**config.mk**
```make
export PLATFORM = sky130hd
export DESIGN_NAME = regfile_sb
export DESIGN_NICKNAME = d
export VERILOG_FILES = /design/src/rtl/regfile_sb.sv
export SDC_FILE = /design/constraint.sdc
export NUM_CORES = 2
export LEC_CHECK = 0
export BUFFER_PORTS_ARGS = -buffer_cell sky130_fd_sc_hd__buf_4
export CAP_MARGIN = 40
export CORE_ASPECT_RATIO = 0.5
export CORE_MARGIN = 2
export CORE_UTILIZATION = 30
export DETAILED_ROUTE_END_ITERATION = 8
export GPL_TIMING_DRIVEN = 0
export PLACE_DENSITY = 0.43
export SLEW_MARGIN = 15
export SYNTH_ARGS = -nofsm -noshare
export SYNTH_HDL_FRONTEND = slang
export SYNTH_SLANG_ARGS = --single-unit
```
**constraint.sdc**
```tcl
create_clock -name clk -period 5.8 [get_ports clk]
set_input_delay 1.16 -clock clk [delete_from_list [all_inputs] [get_ports clk]]
set_output_delay 1.16 -clock clk [all_outputs]
set_load 0.01 [all_outputs]
```
**src/rtl/regfile_sb.sv**
```systemverilog
// -----------------------------------------------------------------------------
// regfile_sb
// General-purpose register file with two registered read ports, one write-back
// port (with link-register redirect) and a per-register pending-write
// scoreboard used by decode for RAW hazard detection.
//
// Ports:
//   clk, rst_n          clock (rising edge) and asynchronous active-low reset
//   rs_addr, rt_addr    read indices
//   rs_data, rt_data    registered read data (1-cycle latency)
//   rs_busy, rt_busy    registered: read register has writes outstanding
//   iss_en, iss_addr    issue request marking iss_addr pending
//   iss_ready           combinational: issue accepted this cycle
//   wr_en, wr_addr,
//   wr_link, wr_data    write-back (wr_link redirects to LINK_REG)
//   sb_err              sticky: write-back to a register with zero pending
// -----------------------------------------------------------------------------
module regfile_sb #(
    parameter int DATA_W   = 32,
    parameter int ADDR_W   = 5,
    parameter int LINK_REG = 31,
    parameter int CNT_W    = 2,
    parameter int BYPASS   = 1
) (
    input  logic              clk,
    input  logic              rst_n,
    input  logic [ADDR_W-1:0] rs_addr,
    input  logic [ADDR_W-1:0] rt_addr,
    output logic [DATA_W-1:0] rs_data,
    output logic [DATA_W-1:0] rt_data,
    output logic              rs_busy,
    output logic              rt_busy,
    input  logic              iss_en,
    input  logic [ADDR_W-1:0] iss_addr,
    output logic              iss_ready,
    input  logic              wr_en,
    input  logic [ADDR_W-1:0] wr_addr,
    input  logic              wr_link,
    input  logic [DATA_W-1:0] wr_data,
    output logic              sb_err
);

    localparam int               NUM_REGS = 2 ** ADDR_W;
    localparam logic [CNT_W-1:0] CNT_MAX  = {CNT_W{1'b1}};

    logic [DATA_W-1:0] regs_r     [NUM_REGS];
    logic [CNT_W-1:0]  cnt_r      [NUM_REGS];
    logic [CNT_W-1:0]  cnt_next_s [NUM_REGS];

    logic [DATA_W-1:0] rs_data_r, rt_data_r;
    logic              rs_busy_r, rt_busy_r;
    logic              sb_err_r;

    logic [ADDR_W-1:0] wa_s;
    logic              inc_s, dec_s, same_s, err_set_s, iss_ready_s;
    logic [DATA_W-1:0] rs_data_s, rt_data_s;

    // Register 0 never receives a write or an issue, so it stays zero.
    assign wa_s        = wr_link ? ADDR_W'(LINK_REG) : wr_addr;
    assign iss_ready_s = (iss_addr == {ADDR_W{1'b0}}) || (cnt_r[iss_addr] != CNT_MAX);
    assign inc_s       = iss_en && iss_ready_s && (iss_addr != {ADDR_W{1'b0}});
    assign dec_s       = wr_en && (wa_s != {ADDR_W{1'b0}});
    // Issue and write-back on one register cancel; no underflow error then.
    assign same_s      = inc_s && dec_s && (iss_addr == wa_s);
    assign err_set_s   = dec_s && !same_s && (cnt_r[wa_s] == {CNT_W{1'b0}});

    // Next-state scoreboard counters: saturating at 0 on decrement; increment
    // cannot overflow because iss_ready gates it.
    always_comb begin
        for (int i = 0; i < NUM_REGS; i++) begin
            cnt_next_s[i] = cnt_r[i];
            if (inc_s && !same_s && (iss_addr == ADDR_W'(i))) begin
                cnt_next_s[i] = cnt_r[i] + {{(CNT_W-1){1'b0}}, 1'b1};
            end else if (dec_s && !same_s && (wa_s == ADDR_W'(i)) &&
                         (cnt_r[i] != {CNT_W{1'b0}})) begin
                cnt_next_s[i] = cnt_r[i] - {{(CNT_W-1){1'b0}}, 1'b1};
            end else begin
                cnt_next_s[i] = cnt_r[i];
            end
        end
    end

    // Read-data selection, with optional same-edge forwarding of write data.
    always_comb begin
        rs_data_s = regs_r[rs_addr];
        rt_data_s = regs_r[rt_addr];
        if (rs_addr == {ADDR_W{1'b0}}) begin
            rs_data_s = {DATA_W{1'b0}};
        end else if ((BYPASS != 0) && dec_s && (wa_s == rs_addr)) begin
            rs_data_s = wr_data;
        end else begin
            rs_data_s = regs_r[rs_addr];
        end
        if (rt_addr == {ADDR_W{1'b0}}) begin
            rt_data_s = {DATA_W{1'b0}};
        end else if ((BYPASS != 0) && dec_s && (wa_s == rt_addr)) begin
            rt_data_s = wr_data;
        end else begin
            rt_data_s = regs_r[rt_addr];
        end
    end

    // Register array write.
    always_ff @(posedge clk or negedge rst_n) begin
        if (!rst_n) begin
            for (int i = 0; i < NUM_REGS; i++) begin
                regs_r[i] <= {DATA_W{1'b0}};
            end
        end else if (dec_s) begin
            regs_r[wa_s] <= wr_data;
        end
    end

    // Scoreboard counter update.
    always_ff @(posedge clk or negedge rst_n) begin
        if (!rst_n) begin
            for (int i = 0; i < NUM_REGS; i++) begin
                cnt_r[i] <= {CNT_W{1'b0}};
            end
        end else begin
            for (int i = 0; i < NUM_REGS; i++) begin
                cnt_r[i] <= cnt_next_s[i];
            end
        end
    end

    // Registered read ports, busy flags (post-update counts) and sticky error.
    always_ff @(posedge clk or negedge rst_n) begin
        if (!rst_n) begin
            rs_data_r <= {DATA_W{1'b0}};
            rt_data_r <= {DATA_W{1'b0}};
            rs_busy_r <= 1'b0;
            rt_busy_r <= 1'b0;
            sb_err_r  <= 1'b0;
        end else begin
            rs_data_r <= rs_data_s;
            rt_data_r <= rt_data_s;
            rs_busy_r <= (cnt_next_s[rs_addr] != {CNT_W{1'b0}});
            rt_busy_r <= (cnt_next_s[rt_addr] != {CNT_W{1'b0}});
            sb_err_r  <= sb_err_r | err_set_s;
        end
    end

    assign rs_data   = rs_data_r;
    assign rt_data   = rt_data_r;
    assign rs_busy   = rs_busy_r;
    assign rt_busy   = rt_busy_r;
    assign sb_err    = sb_err_r;
    assign iss_ready = iss_ready_s;

endmodule

```
==> out/metrics.cfg <==
[synthesis]
syn-num-nets = 4374
ys_top_cells_by_area = dfrtp_1 46%, mux4_2 23%, mux2_2 17%, clkbuf_1 2.1%, mux2i_1 1.2%
synth_largest_area_cell = dfrtp_1
synth_flop_cell = dfrtp_1
ys_seq_elements = 1155
netlist_instances = 4286
syn_area_mm2 = 0.0629
ys_types = 102
synth_edf_count = 0
synth_seq_area_share = 0.459
ys_warn_count = 0
yosys.area.top_type_share = 0.459
avgSynthCellArea_um2 = 14.7
async_flop_share = 1.00

[route]
drtIter0Drc = 5824
first_pass_iters = 6
ant_nets = 0
via_per_inst = 6.07
drc = 0
wirelength_um = 311000
num_vias = 45900
wl_per_cell_um = 41.1

[setup_path]
worstPathRequired_ps = 6390
r2r-start = cnt_r[33]
crit_type = input port to register
crit_fanout = 10
cp-end-kind = register
rr_worst_depth = 11
start_kind = input port
startpoint = iss_addr[1]
r2r_slack_ps = 1200
r2r_end = rs_busy
crit_end = rs_busy
arrival_ps = 5500

[layout]
final_util = 0.360
most-common-layout-cells = 1155 x dfrtp_1, 967 x mux2_2, 655 x mux4_2
finalInstanceArea_mm2 = 0.0748
syn_to_final_growth_pct = 18.8
fillCellCount = 19600
finalNonFillerCells = 7563
fin_nets = 4792
drive_gt1_frac = 0.498
final_common_cell = dfrtp_1

[die]
initial_core_util = 0.303
core_area_mm2 = 0.208
die-width_um = 652
die_area_mm2 = 0.214
die_h_um = 328
rows = 118
ios = 125

[grt]
track_usage = 0.287
grt_pass1_wl_um = 414000
grt_pass1_vias = 45600
overflow = 0
grt_max_degree = 149
antenna_found_initial = 19

[place]
numPortBuffers = 110
placed_cell_area_mm2 = 0.0709
dp_hpwl_um = 226000
place_congestion = 0.907
dp_cells = 7341

[timing]
slew_headroom = 0.348
setup_viol = 0
finalMaxSlewViolations = 0
fmax_mhz = 204
fin_crit_sh = 0.846
worst_pin_slew_ps = 972
fin_setup_tns_ps = 0
finalHoldViolations = 0
min_period_ps = 4910
clock_skew_ps = 34.5
grt_setup_unrepaired = no

[clock_network]
post_cts_resized = 0
cts_buffer_depth = 3
ctsHoldBuffers = 0
cts_max_level = 3
cts.clk_slew.worst_paths_ps = 60
cts_buffers = 118
post_cts_buffers = 0
cts_tree = built
cts_sinks = 1155
clock_latency_ps = 790
root_buffer = clkbuf_16

[power_and_ir_drop]
cellLeakagePower_uw = 0.0327
ir_drop_v = 0.000309
power_uw = 23900
power_density_mw_per_mm2 = 320

[hold_path]
hp-class = input port to async pin

[outcome]
outcome = complete, no violations

[job]
maxCapViolCount = 0

Yosys cell counts, drive strengths merged, types with 6 or more instances:
master   instances
nor4            31
or3             15
inv             77
a22o             7
or2             10
a31oi           15
a211oi          73
nor3            46
xnor2           33
a21oi           40
o22ai           15
nand3           23
o31ai            9
buf             95
xor2             6
nor4b            6
clkbuf         359
nand4            9
nor2           167
and2            13
a221o            7
a221oi          12
a22oi           14
a2111oi          6
ha              31
mux2           967
mux2i           74
o21ai           30
nor2b            9
nand2          169
and4             6
nand2b          11
mux4           657
dfrtp         1155
a31o             8
area by class of cell:
class,count,area [um^2],share of cell area
antenna,7,17.5,0.000234
buffer,454,2080,0.0279
sequential,1155,28900,0.386
tap,2760,3450,0.0462
inverter,78,293,0.00391
timing repair buffer,298,4250,0.0568
clock inverter,35,343,0.00458
clock buffer,177,3500,0.0468
multi-input combinational,2599,32000,0.427
stage by stage:
step / worst slack (ps) / hold slack, ps
floorplan: 1760 / 441
global placement: -11020 / 453
detailed placement: 180 / 467
CTS: 985 / 284
global route: 741 / 313
finish: 893 / 296
worst max-delay path: stages:
cell,delay (ps)
buf_4,230
buf_2,430
mux4_2,420
a22oi_2,260
and3_4,300
o2111ai_2,290
nand2_2,340
buf_2,410
nor3_1,140
o32ai_1,620
a222oi_1,210
a2111oi_1,460
o32ai_1,200
worst min-delay path by stage:
stage	startpoint	endpoint	slack, ps
4_1_cts	rst_n	regs_r[570]	280
3_3_place_gp	regs_r[1010]	regs_r[1010]	450
5_1_grt	rst_n	regs_r[570]	310
3_5_place_dp	regs_r[997]	regs_r[997]	470
2_1_floorplan	regs_r[1000]	regs_r[1000]	440
6_report	rst_n	regs_r[570]	300
cell families (layout without fill, tap and decap cells):
kind of cell | Yosys count | count (layout) | share of synthesized area
fa+ha+maj | 31 | 31 | 0.00616
compound gates | 296 | 296 | 0.0351
mux | 1698 | 1698 | 0.420
buf+inv | 532 | 1042 | 0.0337
simple gates | 535 | 535 | 0.0405
other cells | 0 | 7 | 0
xor+xnor | 39 | 39 | 0.00543
flops | 1155 | 1155 | 0.459
layer usage:
metal  GRT usage  vias to the layer above  wire [um]
li1            -                    17400          -
met1       0.383                    25200     127000
met2       0.428                     2569     135000
met3      0.0820                      708      30100
met4       0.145                       28      18800
met5     0.00197                        -        244
state kept, by name, indices dropped and copies added, names as in the netlist:
name and flops:
regs_r 1024, cnt_r 64, rs_data 32, rt_data 32, rs_busy 1, rt_busy 1, sb_err 1
power breakdown:
part | total [uW] | internal, uW | leakage (uW) | switching (uW)
clock | 7960 | 4330 | 0.00191 | 3630
combinational | 5680 | 2810 | 0.0156 | 2870
sequential | 10300 | 9280 | 0.0152 | 985
Note: power is estimated with default switching activity, not from simulation.
